**config.mk**
```make
export PLATFORM = sky130hd
export DESIGN_NAME = uart
export DESIGN_NICKNAME = d
export VERILOG_FILES = /design/src/rtl/uart_pkg.sv /design/src/rtl/uart_tx.sv /design/src/rtl/uart.sv
export SDC_FILE = /design/constraint.sdc
export NUM_CORES = 1
export LEC_CHECK = 0
export BUFFER_PORTS_ARGS = -buffer_cell sky130_fd_sc_hd__buf_2
export CAP_MARGIN = 20
export CORE_MARGIN = 1
export CORE_UTILIZATION = 40
export CTS_BUF_LIST = sky130_fd_sc_hd__clkbuf_2 sky130_fd_sc_hd__clkbuf_4 sky130_fd_sc_hd__clkbuf_8
export DETAILED_ROUTE_END_ITERATION = 6
export HOLD_SLACK_MARGIN = 0.08
export PLACE_DENSITY = 0.53
export SLEW_MARGIN = 20
export SYNTH_ARGS = -nofsm -noshare
export SYNTH_HDL_FRONTEND = slang
export SYNTH_SLANG_ARGS = --single-unit
```
**constraint.sdc**
```tcl
create_clock -name clk -period 2.77 [get_ports clk]
set_clock_uncertainty 0.1 [all_clocks]
set_input_delay 0.1385 -clock clk [delete_from_list [all_inputs] [get_ports clk]]
set_output_delay 0.1385 -clock clk [all_outputs]
set_load 0.02 [all_outputs]
```
**src/rtl/uart_pkg.sv**
```systemverilog
// Shared UART constants and state encodings for the receiver and transmitter.
// Oversampled 8N1 framing: each serial bit spans OVERSAMPLE ticks.
package uart_pkg;

   localparam logic [7:0] CLK_DIV_DEFAULT = 8'h1A;
   localparam int         OVERSAMPLE      = 16;
   localparam int         DATA_W          = 8;

   localparam logic [3:0] MID_CNT  = 4'(OVERSAMPLE / 2 - 1);
   localparam logic [3:0] LAST_CNT = 4'(OVERSAMPLE - 1);
   localparam logic [2:0] LAST_BIT = 3'(DATA_W - 1);

   typedef enum logic [1:0] {
      RX_IDLE,
      RX_START,
      RX_DATA,
      RX_STOP
   } rx_state_e;

   typedef enum logic [1:0] {
      TX_IDLE,
      TX_START,
      TX_DATA,
      TX_STOP
   } tx_state_e;

endpackage

```
**src/rtl/uart_tx.sv**
```systemverilog
// 8N1 serialiser: load accepted only when idle (dropped while busy), txout low on the load edge.
// Every bit after the load lasts exactly OVERSAMPLE ticks; txout comes straight from a flop.
module uart_tx
   import uart_pkg::*;
(
   input  logic              clk_i,
   input  logic              reset_ni,
   input  logic              tick16_i,
   input  logic              load_i,
   input  logic [DATA_W-1:0] data_i,
   output logic              busy_o,
   output logic              txout_o
);

   tx_state_e         state_q, state_d;
   logic [3:0]        cnt_q, cnt_d;
   logic [2:0]        bit_q, bit_d;
   logic [DATA_W-1:0] shreg_q, shreg_d;
   logic              txout_q, txout_d;

   always_ff @(posedge clk_i) begin
      if (!reset_ni) begin
         state_q <= TX_IDLE;
         cnt_q   <= '0;
         bit_q   <= '0;
         shreg_q <= '0;
         txout_q <= 1'b1;
      end else begin
         state_q <= state_d;
         cnt_q   <= cnt_d;
         bit_q   <= bit_d;
         shreg_q <= shreg_d;
         txout_q <= txout_d;
      end
   end

   always_comb begin
      state_d = state_q;
      cnt_d   = cnt_q;
      bit_d   = bit_q;
      shreg_d = shreg_q;
      txout_d = txout_q;
      case (state_q)
         TX_IDLE: begin
            txout_d = 1'b1;
            if (load_i) begin
               state_d = TX_START;
               shreg_d = data_i;
               cnt_d   = '0;
               txout_d = 1'b0;
            end
         end
         TX_START: if (tick16_i) begin
            if (cnt_q == LAST_CNT) begin
               state_d = TX_DATA;
               cnt_d   = '0;
               bit_d   = '0;
               txout_d = shreg_q[0];
            end else begin
               cnt_d = cnt_q + 4'd1;
            end
         end
         TX_DATA: if (tick16_i) begin
            if (cnt_q == LAST_CNT) begin
               cnt_d = '0;
               if (bit_q == LAST_BIT) begin
                  state_d = TX_STOP;
                  txout_d = 1'b1;
               end else begin
                  bit_d   = bit_q + 3'd1;
                  shreg_d = shreg_q >> 1;
                  txout_d = shreg_q[1];
               end
            end else begin
               cnt_d = cnt_q + 4'd1;
            end
         end
         TX_STOP: if (tick16_i) begin
            if (cnt_q == LAST_CNT) state_d = TX_IDLE;
            else                   cnt_d   = cnt_q + 4'd1;
         end
         default: state_d = TX_IDLE;
      endcase
   end

   assign busy_o  = (state_q != TX_IDLE);
   assign txout_o = txout_q;

endmodule

```
**src/rtl/uart.sv**
```systemverilog
// UART echo: oversampled 8N1 receiver with Led register, echoing each good byte via uart_tx.
// Led updates one clk after the mid-stop sample; bytes arriving while TX is busy are not echoed.
module uart
   import uart_pkg::*;
#(
   parameter logic [7:0] CLK_DIV = CLK_DIV_DEFAULT
)(
   input  logic       clk,
   input  logic       reset,
   input  logic       rxin,
   output logic       txout,
   output logic [7:0] Led
);

   localparam logic [8:0] TICK_LAST = 9'(2 * (int'(CLK_DIV) + 1) - 1);

   logic [8:0]        tick_q;
   logic              tick16;
   logic              rx_meta_q, rx_sync_q;
   rx_state_e         rx_state_q, rx_state_d;
   logic [3:0]        rx_cnt_q, rx_cnt_d;
   logic [2:0]        rx_bit_q, rx_bit_d;
   logic [DATA_W-1:0] rx_shift_q, rx_shift_d;
   logic              ferr_q, ferr_d;
   logic [DATA_W-1:0] led_q, led_d;
   logic              rx_done_q, rx_done_d;
   logic              tx_busy;

   assign tick16 = (tick_q == TICK_LAST);

   always_ff @(posedge clk) begin
      if (!reset) begin
         tick_q     <= '0;
         rx_meta_q  <= 1'b1;
         rx_sync_q  <= 1'b1;
         rx_state_q <= RX_IDLE;
         rx_cnt_q   <= '0;
         rx_bit_q   <= '0;
         rx_shift_q <= '0;
         ferr_q     <= 1'b0;
         led_q      <= '0;
         rx_done_q  <= 1'b0;
      end else begin
         tick_q     <= tick16 ? 9'd0 : tick_q + 9'd1;
         rx_meta_q  <= rxin;
         rx_sync_q  <= rx_meta_q;
         rx_state_q <= rx_state_d;
         rx_cnt_q   <= rx_cnt_d;
         rx_bit_q   <= rx_bit_d;
         rx_shift_q <= rx_shift_d;
         ferr_q     <= ferr_d;
         led_q      <= led_d;
         rx_done_q  <= rx_done_d;
      end
   end

   // Start is qualified at mid-bit; data and stop are then sampled every OVERSAMPLE ticks.
   always_comb begin
      rx_state_d = rx_state_q;
      rx_cnt_d   = rx_cnt_q;
      rx_bit_d   = rx_bit_q;
      rx_shift_d = rx_shift_q;
      ferr_d     = ferr_q;
      led_d      = led_q;
      rx_done_d  = 1'b0;
      if (tick16) begin
         case (rx_state_q)
            RX_IDLE: if (!rx_sync_q) begin
               rx_state_d = RX_START;
               rx_cnt_d   = '0;
            end
            RX_START: begin
               if (rx_cnt_q == MID_CNT) begin
                  rx_cnt_d = '0;
                  rx_bit_d = '0;
                  rx_state_d = rx_sync_q ? RX_IDLE : RX_DATA;
               end else begin
                  rx_cnt_d = rx_cnt_q + 4'd1;
               end
            end
            RX_DATA: begin
               if (rx_cnt_q == LAST_CNT) begin
                  rx_cnt_d   = '0;
                  rx_bit_d   = rx_bit_q + 3'd1;
                  rx_shift_d = {rx_sync_q, rx_shift_q[DATA_W-1:1]};
                  if (rx_bit_q == LAST_BIT) rx_state_d = RX_STOP;
               end else begin
                  rx_cnt_d = rx_cnt_q + 4'd1;
               end
            end
            RX_STOP: begin
               if (ferr_q) begin
                  if (rx_sync_q) begin
                     rx_state_d = RX_IDLE;
                     ferr_d     = 1'b0;
                  end
               end else if (rx_cnt_q == LAST_CNT) begin
                  if (rx_sync_q) begin
                     led_d      = rx_shift_q;
                     rx_done_d  = 1'b1;
                     rx_state_d = RX_IDLE;
                  end else begin
                     ferr_d = 1'b1;
                  end
               end else begin
                  rx_cnt_d = rx_cnt_q + 4'd1;
               end
            end
            default: rx_state_d = RX_IDLE;
         endcase
      end
   end

   uart_tx u_tx (
      .clk_i    (clk),
      .reset_ni (reset),
      .tick16_i (tick16),
      .load_i   (rx_done_q && !tx_busy),
      .data_i   (led_q),
      .busy_o   (tx_busy),
      .txout_o  (txout)
   );

   assign Led = led_q;

endmodule

```
==> impl_metrics.env, run 1 <==
export IMPL_grt_use_met3_pct=2.844
export IMPL_ant_nets=0
export IMPL_p_int_w=0.001009
export IMPL_synthesis_area_um2=2887
export IMPL_slowest_stage="nor2_1"
export IMPL_cts_tree="done"
export IMPL_status="completed"
export IMPL_dp_hpwl_um=3874
export IMPL_busiest_layer="met2"
export IMPL_port_buffers=11
export IMPL_start_util_pct=42.02
export IMPL_synth_top_area_share_pct=38.84
export IMPL_critPathTopFamily="simple AND/OR/NAND/NOR gates"
export IMPL_final_common_cell="dfxtp_1"
export IMPL_dieArea_um2=7560
export IMPL_die_w_um=86.95
export IMPL_fin_hold_ws_ns=0.08633
export IMPL_drive_gt1_share_pct=12.62
export IMPL_met1_usage_pct=22.68
export IMPL_synth_warnings=0
export IMPL_multi_input_area_um2=1639
export IMPL_syn_avg_cell_area_um2=9.686
export IMPL_synth_compound_area_share_pct=14.48
export IMPL_finalHoldViolCount=0
export IMPL_critPathKind="flip-flop to flip-flop"
export IMPL_finalPower_w=0.001320
export IMPL_yosys_register_bits=56
export IMPL_synth_top_family_by_area="simple AND/OR/NAND/NOR gates"
export IMPL_synth_edf_count=0
export IMPL_post_cts_buffers=0
export IMPL_antenna_found_initial=0
export IMPL_cts_resized_gates=0
export IMPL_grt_pass1_wl_um=9880
export IMPL_cellPowerDensity_nw_per_um2=424.5
export IMPL_area_growth_pct=7.759
export IMPL_netSwitchingPower_w=0.0003109
export IMPL_max_freq_ghz=0.4660
export IMPL_setup_viol=0
export IMPL_switching_share_pct=23.55
export IMPL_clkTransAtPathRegs_ns=0.10
export IMPL_finalNetCount=323
export IMPL_final_util_pct=45.28
export IMPL_dr_pass1_iters=5
export IMPL_synthTopCellsByArea="dfxtp_1 39%, mux2i_1 9.7%, ha_1 5.2%"
export IMPL_fill_cells=697
export IMPL_cp_start_kind="flip-flop"
export IMPL_gp_congestion=0.7708
export IMPL_slew_headroom_pct=66.82
export IMPL_diodes=0
export IMPL_routed_wirelength_um=5663
export IMPL_drc=0
export IMPL_synthCells=298
export IMPL_grt_overflow_total=0
export IMPL_insertion_delay_ns=0.31
export IMPL_via_per_inst=5.291
export IMPL_muxShareOfSynthArea_pct=9.710
export IMPL_synth_simple_gate_area_share_pct=24.75
export IMPL_worstPathRequired_ns=2.88
export IMPL_finalMaxSlewViolations=0
export IMPL_yosysTopAreaCell="dfxtp_1"
export IMPL_synthXorXnorAreaFrac_pct=2.427
export IMPL_maxCapViolCount=0
export IMPL_tightest_slew_ns=0.4970
export IMPL_regArea_um2=1121
export IMPL_clockBufferDepth=2
export IMPL_cts_sinks=56
export IMPL_grt_pass1_vias=2012
export IMPL_synthFlopType="dfxtp_1"
export IMPL_drt_initial_drc_count=182
export IMPL_cts_buffers=5
export IMPL_finalSetupTns_ns=0
export IMPL_die_h_um=86.95
export IMPL_h_tree_depth=2
export IMPL_pwr_share_comb_pct=2.6
export IMPL_cp_arrival_ns=2.26
export IMPL_rows=30
export IMPL_core_area_um2=6869
export IMPL_sequentialPowerShare_pct=61.8
export IMPL_stdcell_count=405
export IMPL_async_reset_ff_share_pct=0
export IMPL_min_path_type="primary input to flip-flop"
export IMPL_power_share_clock_pct=35.6
export IMPL_ir_drop_mv=0.2089
export IMPL_p_leak_nw=1.193
export IMPL_critPathMaxFanout=10
export IMPL_yosysSeqAreaShare_pct=38.84
export IMPL_synthAdderAreaFrac_pct=5.202
export IMPL_rsz0062_at_grt="no"
export IMPL_worstPathCellList="ha_1 -> nand4_2 -> nor2_1 -> nand2_1 -> o221a_2"
export IMPL_avgRoutedWirePerCell_um=13.98
export IMPL_cts_root_buf="clkbuf_8"
export IMPL_synthesis_nets=313
export IMPL_endpoint_kind="flip-flop"
export IMPL_vias=2143
export IMPL_post_route_min_period_ns=2.146
export IMPL_pin_count=12
export IMPL_mostFrequentLayoutCells="56 x dfxtp_1, 28 x mux2i_1, 24 x nor2b_1"
export IMPL_grtUsageMet2_pct=26.34
export IMPL_track_usage_pct=16.44
export IMPL_grt_start_max_net_pins=43
export IMPL_period_share_pct=77.47
export IMPL_cp_num_buf_inv=0
export IMPL_ys_types=59
export IMPL_dp_cells=396
export IMPL_critical_path_max_stage_delay_ns=0.51
-- registers in the layout, indices dropped and copies added (netlist names), named ones only --
signal and flops:
tick_q 9, Led 8, rx_shift_q 8, u_tx.shreg_q 8, rx_cnt_q 4, u_tx.cnt_q 4
rx_bit_q 3, u_tx.bit_q 3, u_tx.state_q 2, ferr_q 1, rx_done_q 1, rx_meta_q 1
rx_state_q 1, rx_sync_q 1, u_tx.txout_o 1
-- cell usage after synthesis (4+ instances only) --
cell / instances
dfxtp_1: 56
mux2i_1: 28
nor2b_1: 24
nor2_1: 22
nand3_1: 18
nand2_1: 16
ha_1: 12
clkbuf_1: 11
o211a_1: 8
nand2b_1: 7
o21ai_0: 7
a21boi_0: 6
nor4_1: 6
xor2_1: 6
inv_1: 5
a31oi_1: 4
nor3_1: 4
-- cells by family after synthesis --
family	count (synthesis)
and+or+nand+nor	124
DFF	56
AOI/OAI and AO/OA	49
muxes	28
buffers and inverters	21
adders and majority gates	12
xor gates and xnor gates	8
-- power by group through the flow --
stage	combinational, W	clock [W]	sequential, W
floorplan	0.0000283	0	0.000832
global placement	0.0000340	0	0.000835
detailed placement	0.0000331	0	0.000835
CTS	0.0000345	0.000498	0.000817
global route	0.0000380	0.000525	0.000818
finish	0.0000339	0.000470	0.000817
-- per-layer routing --
metal / share of wire, % / vias to the layer above
met3: 2.9 / 5
met1: 52 / 995
met2: 45 / 39
li1: - / 1104
met5: 0 / -
met4: 0.95 / 0
-- what timing repair did --
action / 4_1_cts / 5_1_grt
endpoints found under the setup margin: 0 / 0
hold buffers: 1 / 0
hold endpoints to repair: 1 / 0
-- worst paths after layout --
kind | start | endpoint | slack, ns | cells past startpoint
worst max-delay path | tick_q[0] | rx_state_q[0] | 0.62 | 5
worst min-delay path | reset | u_tx.bit_q[0] | 0.09 | 2
worst max register to register | tick_q[0] | rx_state_q[0] | 0.62 | 5
worst min register to register | rx_meta_q | rx_sync_q | 0.31 | 1
-- final cells by class --
cell class / instances / area share [%]
Sequential cell: 56 / 36.04
Clock inverter: 3 / 0.8045
Timing Repair Buffer: 19 / 3.781
Clock buffer: 5 / 2.212
Tap cell: 96 / 3.862
Inverter: 5 / 0.6034
Multi-Input combinational cell: 221 / 52.70
-- per-stage QoR --
stage                     cell area (µm²)  setup slack [ns]
after floorplan                      2887            0.6187
after global placement               3007            0.7029
after global routing                 3110            0.4397
after detailed placement             3007            0.6302
final                                3110            0.6241
after CTS                            3110            0.6251
Note: power is estimated with default switching activity, not from simulation.
==> run 2: changes to the inputs <==
- ABC_AREA: not set -> 1
- clock period: 2.77 -> 2.05 ns (I/O delays scaled with it)
==> run 2 against run 1 <==
Sequential share of layout area fell by 0.56 points. Critical endpoint is now rx_meta_q. Final area is 1.6% higher. Worst hold slack improved by 0.24 ns. Utilization increased by 0.71 points. Register-to-register slack got worse by 0.29 ns. Combinational power rose to 13 times the previous value. Setup slack got worse by 0.30 ns. Synthesized area down 0.56%. Critical path depth unchanged.
==> impl_metrics.env, run 2 <==
export IMPL_dr_pass1_iters=4
export IMPL_cp_arrival_ns=1.83
export IMPL_grt_pass1_vias=2318
export IMPL_mostFrequentLayoutCells="83 x nand2_1, 70 x nor2_1, 56 x dfxtp_1"
export IMPL_critPathKind="primary input to flip-flop"
export IMPL_async_reset_ff_share_pct=0
export IMPL_synthXorXnorAreaFrac_pct=0.6103
export IMPL_vias=2395
export IMPL_cts_sinks=56
export IMPL_die_h_um=86.71
export IMPL_largest_register_ffs=9
export IMPL_muxShareOfSynthArea_pct=0
export IMPL_cp_start_kind="primary input"
export IMPL_critPathMaxFanout=11
export IMPL_grt_pass1_wl_um=10560
export IMPL_synth_edf_count=0
export IMPL_finalHoldViolCount=0
export IMPL_endpoint_kind="flip-flop"
export IMPL_die_w_um=86.71
export IMPL_synth_top_family_by_area="simple AND/OR/NAND/NOR gates"
export IMPL_ir_drop_mv=0.4198
export IMPL_yosysSeqAreaShare_pct=39.06
export IMPL_yosysTopAreaCell="dfxtp_1"
export IMPL_cts_tree="done"
export IMPL_synth_top_area_share_pct=39.06
export IMPL_clkTransAtPathRegs_ns=0.11
export IMPL_finalPower_w=0.002275
export IMPL_final_common_cell="nand2_1"
export IMPL_ant_nets=0
export IMPL_synthAdderAreaFrac_pct=5.231
export IMPL_grt_start_max_net_pins=23
export IMPL_yosys_register_bits=56
export IMPL_dp_hpwl_um=4119
export IMPL_multi_input_area_um2=1506
export IMPL_tightest_slew_ns=0.3067
export IMPL_track_usage_pct=17.66
export IMPL_start_util_pct=41.79
export IMPL_final_util_pct=45.99
export IMPL_period_share_pct=84.37
export IMPL_setup_viol=0
export IMPL_top_register="tick_q"
export IMPL_h_tree_depth=2
export IMPL_synth_compound_area_share_pct=12.77
export IMPL_cellPowerDensity_nw_per_um2=720.0
export IMPL_clockBufferDepth=2
export IMPL_synth_warnings=0
export IMPL_antenna_found_initial=0
export IMPL_cts_root_buf="clkbuf_8"
export IMPL_gp_congestion=0.7977
export IMPL_synth_most_common_cell="nand2_1"
export IMPL_pin_count=12
export IMPL_avgRoutedWirePerCell_um=11.01
export IMPL_drt_initial_drc_count=95
export IMPL_dieArea_um2=7519
export IMPL_rows=30
export IMPL_synthCells=403
export IMPL_p_leak_nw=1.474
export IMPL_port_buffers=11
export IMPL_ys_types=39
export IMPL_drc=0
export IMPL_finalMaxSlewViolations=0
export IMPL_routed_wirelength_um=5693
export IMPL_insertion_delay_ns=0.31
export IMPL_rsz0062_at_grt="no"
export IMPL_synthFlopType="dfxtp_1"
export IMPL_finalSetupTns_ns=0
export IMPL_finalNetCount=435
export IMPL_max_freq_ghz=0.5782
export IMPL_grt_overflow_total=0
export IMPL_cts_resized_gates=0
export IMPL_regArea_um2=1121
export IMPL_worstPathRequired_ns=2.15
export IMPL_fill_cells=728
export IMPL_post_cts_buffers=0
export IMPL_drive_gt1_share_pct=14.73
export IMPL_synth_simple_gate_area_share_pct=33.87
export IMPL_yosys_top_cells_count="83 x nand2_1, 70 x nor2_1, 56 x dfxtp_1, 46 x inv_1, 24 x a21oi_1"
export IMPL_diodes=0
export IMPL_syn_avg_cell_area_um2=7.122
export IMPL_maxCapViolCount=0
export IMPL_core_area_um2=6869
export IMPL_min_path_type="flip-flop to flip-flop"
export IMPL_synthesis_area_um2=2870
export IMPL_slew_headroom_pct=79.48
export IMPL_post_route_min_period_ns=1.730
export IMPL_status="completed"
export IMPL_area_growth_pct=10.07
export IMPL_via_per_inst=4.632
export IMPL_cts_buffers=5
export IMPL_synthesis_nets=418
export IMPL_cts_hold_buf=3
export IMPL_synthTopCellsByArea="dfxtp_1 39%, nand2_1 11%, nor2_1 9.2%"
==> run 2: cell types whose count changed in the layout (fill, tap and decap cells not counted), sizes merged, moves of 22 or more <==
cell and delta:
a21oi +22, inv +47, mux2i -28, nand2 +78, nor2 +55, nor2b -24
o21ai +23
==> run 2: final cells by class <==
type,count,share of cell area [%]
multi-input combinational,286,47.68
timing repair buffer,17,3.406
sequential,56,35.49
inverter,54,6.455
tap,96,3.802
clock inverter,2,0.5545
clock buffer,6,2.614
==> run 2: kinds of logic after synthesis <==
kind of cell,count (synthesis)
AND/OR/NAND/NOR,208
buffers and inverters,61
AO/OA/AOI/OAI,64
adder cells (fa/ha/maj),12
flip-flops,56
XOR/XNOR,2
==> run 2: per-stage QoR <==
step | std cells | worst slack, ns | hold slack (ns) | cell area (µm²)
floorplan | 403 | 0.4282 | 0.1091 | 2870
global route | 517 | 0.1035 | 0.3764 | 3159
global placement | 506 | 0.3133 | 0.1898 | 3029
CTS | 517 | 0.3152 | 0.3285 | 3159
finish | 517 | 0.3204 | 0.3239 | 3159
detailed placement | 506 | 0.3257 | 0.1995 | 3029
==> run 2: metal layers <==
| layer | up-vias | part of all wire [%] | track usage (%) |
|---|---|---|---|
| met2 | 17 | 44 | 28.57 |
| met1 | 1067 | 53 | 24.68 |
| li1 | 1309 | - | - |
| met4 | 0 | 0.67 | 4.545 |
| met5 | - | 0 | 0 |
| met3 | 2 | 2.1 | 2.571 |
==> run 2: where the power goes <==
group          internal, W  switching, W
sequential         0.00114     0.0000328
combinational     0.000150      0.000276
clock             0.000285      0.000392
total              0.00157      0.000701
==> run 2: critical path, cell delays in order <==
cell	delay, ns
dlygate4sd3_1	0.52
buf_2	0.25
clkinv_1	0.13
or2_2	0.28
dlygate4sd3_1	0.55
==> run 2: path summary, 6_finish.rpt <==
kind	end	depth (start not counted)	slack [ns]	from
min	rx_sync_q	1	0.32	rx_meta_q
max reg2reg	u_tx.shreg_q[3]	8	0.33	u_tx.state_q[0]
min reg2reg	rx_sync_q	1	0.32	rx_meta_q
max	rx_meta_q	5	0.32	reset
==> run 3: changes to the inputs <==
- clock period: 2.05 -> 1.6 ns (I/O delays scaled with it)
==> run 3 against run 2 <==
Non-clock buffer count grew 24. Die area unchanged. Critical path depth grew 4. Setup slack got worse by 0.29 ns. Sequential share of layout area shrank 3.9 points. Worst hold slack gained 0.0041 ns. Power rose by 43%.
==> impl_metrics.env, run 3 (synthesis gave the netlist of run 2 again) <==
export IMPL_port_buffers=11
export IMPL_ant_nets=0
export IMPL_dieArea_um2=7519
export IMPL_maxCapViolCount=0
export IMPL_area_growth_pct=24.89
export IMPL_critical_path_max_stage_delay_ns=0.34
export IMPL_stdcell_count=542
export IMPL_cp_start_kind="flip-flop"
export IMPL_finalNetCount=460
export IMPL_cts_buffers=5
export IMPL_cp_arrival_ns=1.68
export IMPL_cellPowerDensity_nw_per_um2=909.8
export IMPL_pin_count=12
export IMPL_critPathKind="flip-flop to flip-flop"
export IMPL_p_int_w=0.002265
export IMPL_largest_register_ffs=9
export IMPL_endpoint_kind="flip-flop"
export IMPL_worstPathRequired_ns=1.71
export IMPL_pwr_share_comb_pct=23.8
export IMPL_grt_pass1_wl_um=10340
export IMPL_antenna_found_initial=0
export IMPL_met3_length_um=127
export IMPL_start_util_pct=41.79
export IMPL_grt_start_max_net_pins=21
export IMPL_p_leak_nw=1.623
export IMPL_die_h_um=86.71
export IMPL_post_route_min_period_ns=1.574
export IMPL_dp_hpwl_um=4469
export IMPL_avgRoutedWirePerCell_um=11.41
export IMPL_slowest_stage="dfxtp_2"
export IMPL_drive_gt1_share_pct=26.68
export IMPL_status="completed"
export IMPL_dr_pass1_iters=4
export IMPL_max_freq_ghz=0.6355
export IMPL_via_per_inst=4.625
export IMPL_cts_tree="done"
export IMPL_gp_congestion=0.7919
export IMPL_netSwitchingPower_w=0.0009962
export IMPL_h_tree_depth=2
export IMPL_cts_sinks=56
export IMPL_worstPathCellList="inv_2 -> ha_2 -> nand2_4 -> nor2_4 -> nand2_8 -> o21ai_1 -> nand3_1 -> nand2_1 -> nor2_1"
export IMPL_cts_root_buf="clkbuf_8"
export IMPL_power_share_clock_pct=30.0
export IMPL_finalHoldViolCount=0
export IMPL_period_share_pct=98.35
export IMPL_setup_viol=0
export IMPL_tightest_slew_ns=0.3308
export IMPL_rows=30
export IMPL_diodes=0
export IMPL_drt_initial_drc_count=95
export IMPL_rsz0062_at_grt="yes"
export IMPL_core_area_um2=6869
export IMPL_slew_headroom_pct=77.81
export IMPL_wl_met2_um=2900
export IMPL_mostFrequentLayoutCells="78 x nand2_1, 69 x nor2_1, 50 x dfxtp_1"
export IMPL_die_w_um=86.71
export IMPL_grt_pass1_vias=2261
export IMPL_track_usage_pct=17.63
export IMPL_insertion_delay_ns=0.31
export IMPL_dp_cells=530
export IMPL_drc=0
export IMPL_ir_drop_mv=0.5023
export IMPL_final_common_cell="nand2_1"
export IMPL_final_util_pct=52.19
export IMPL_critPathMaxFanout=8
export IMPL_finalMaxSlewViolations=0
export IMPL_top_register="tick_q"
export IMPL_topRoutingLayerUsed="met4"
export IMPL_grt_overflow_total=0
export IMPL_met1_length_um=3097
export IMPL_clkTransAtPathRegs_ns=0.10
export IMPL_vias=2507
export IMPL_routed_wirelength_um=6186
export IMPL_sequentialPowerShare_pct=46.2
export IMPL_clockBufferDepth=2
export IMPL_min_path_type="flip-flop to flip-flop"
export IMPL_switching_share_pct=30.54
## run 3: per-stage QoR
step	setup slack, ns	total power [W]	area, µm²	hold slack, ns	TNS, ns
after floorplan	0.005732	0.001961	2873	0.08658	0
after global placement	0.002955	0.002154	3249	0.1723	0
after detailed placement	-0.05703	0.002161	3249	0.1744	-0.2390
after CTS	0.001091	0.003208	3427	0.3241	0
after global routing	-0.07723	0.003453	3585	0.3419	-0.3194
final	0.02647	0.003262	3585	0.3279	0
## run 3: cell type report
| type | instances | area, µm² |
|---|---|---|
| Clock inverter | 2 | 38.79 |
| Multi-Input combinational cell | 287 | 1685 |
| Sequential cell | 56 | 1131 |
| Clock buffer | 6 | 76.32 |
| Fill cell | 697 | 3284 |
| Timing Repair Buffer | 41 | 322.8 |
| Tap cell | 96 | 120.1 |
| Inverter | 54 | 210.2 |
## run 3: layer usage
layer / GRT usage [%] / up-vias
met5: 0 / -
met2: 29.58 / 29
li1: - / 1368
met1: 23.22 / 1103
met4: 4.848 / 0
met3: 3.238 / 7
## run 3: path summary, 6_finish.rpt
| path | start | end | slack [ns] | cells after the start |
|---|---|---|---|---|
| worst max-delay path | tick_q[1] | u_tx.state_q[1] | 0.03 | 9 |
| worst min-delay path | rx_meta_q | rx_sync_q | 0.33 | 1 |
| worst max register to register | tick_q[1] | u_tx.state_q[1] | 0.03 | 9 |
| worst min register to register | rx_meta_q | rx_sync_q | 0.33 | 1 |
## run 3: power groups by stage
| stage | Clock [W] | Combinational, W | Sequential (W) |
|---|---|---|---|
| floorplan | 0 | 0.000426 | 0.00154 |
| global placement | 0 | 0.000625 | 0.00153 |
| detailed placement | 0 | 0.000631 | 0.00153 |
| CTS | 0.00102 | 0.000684 | 0.00150 |
| global route | 0.00107 | 0.000865 | 0.00152 |
| finish | 0.000977 | 0.000777 | 0.00151 |
## run 3: worst max-delay path, delay by kind of cell, from the launching register on
| family | cells | cell delay [ns] |
|---|---|---|
| AND/OR/NAND/NOR | 6 | 0.61 |
| AO/OA/AOI/OAI | 1 | 0.21 |
| flip-flops | 1 | 0.34 |
| adder cells (fa/ha/maj) | 1 | 0.18 |
| buffers and inverters | 1 | 0.04 |
## run 3: timing repair
item	4_1_cts	5_1_grt
endpoints found under the setup margin	7	44
pin swaps	2	11
setup buffers	0	1
resized for setup	14	43
endpoints found under the hold margin	2	0
hold buffers	2	0
cloned	1	0
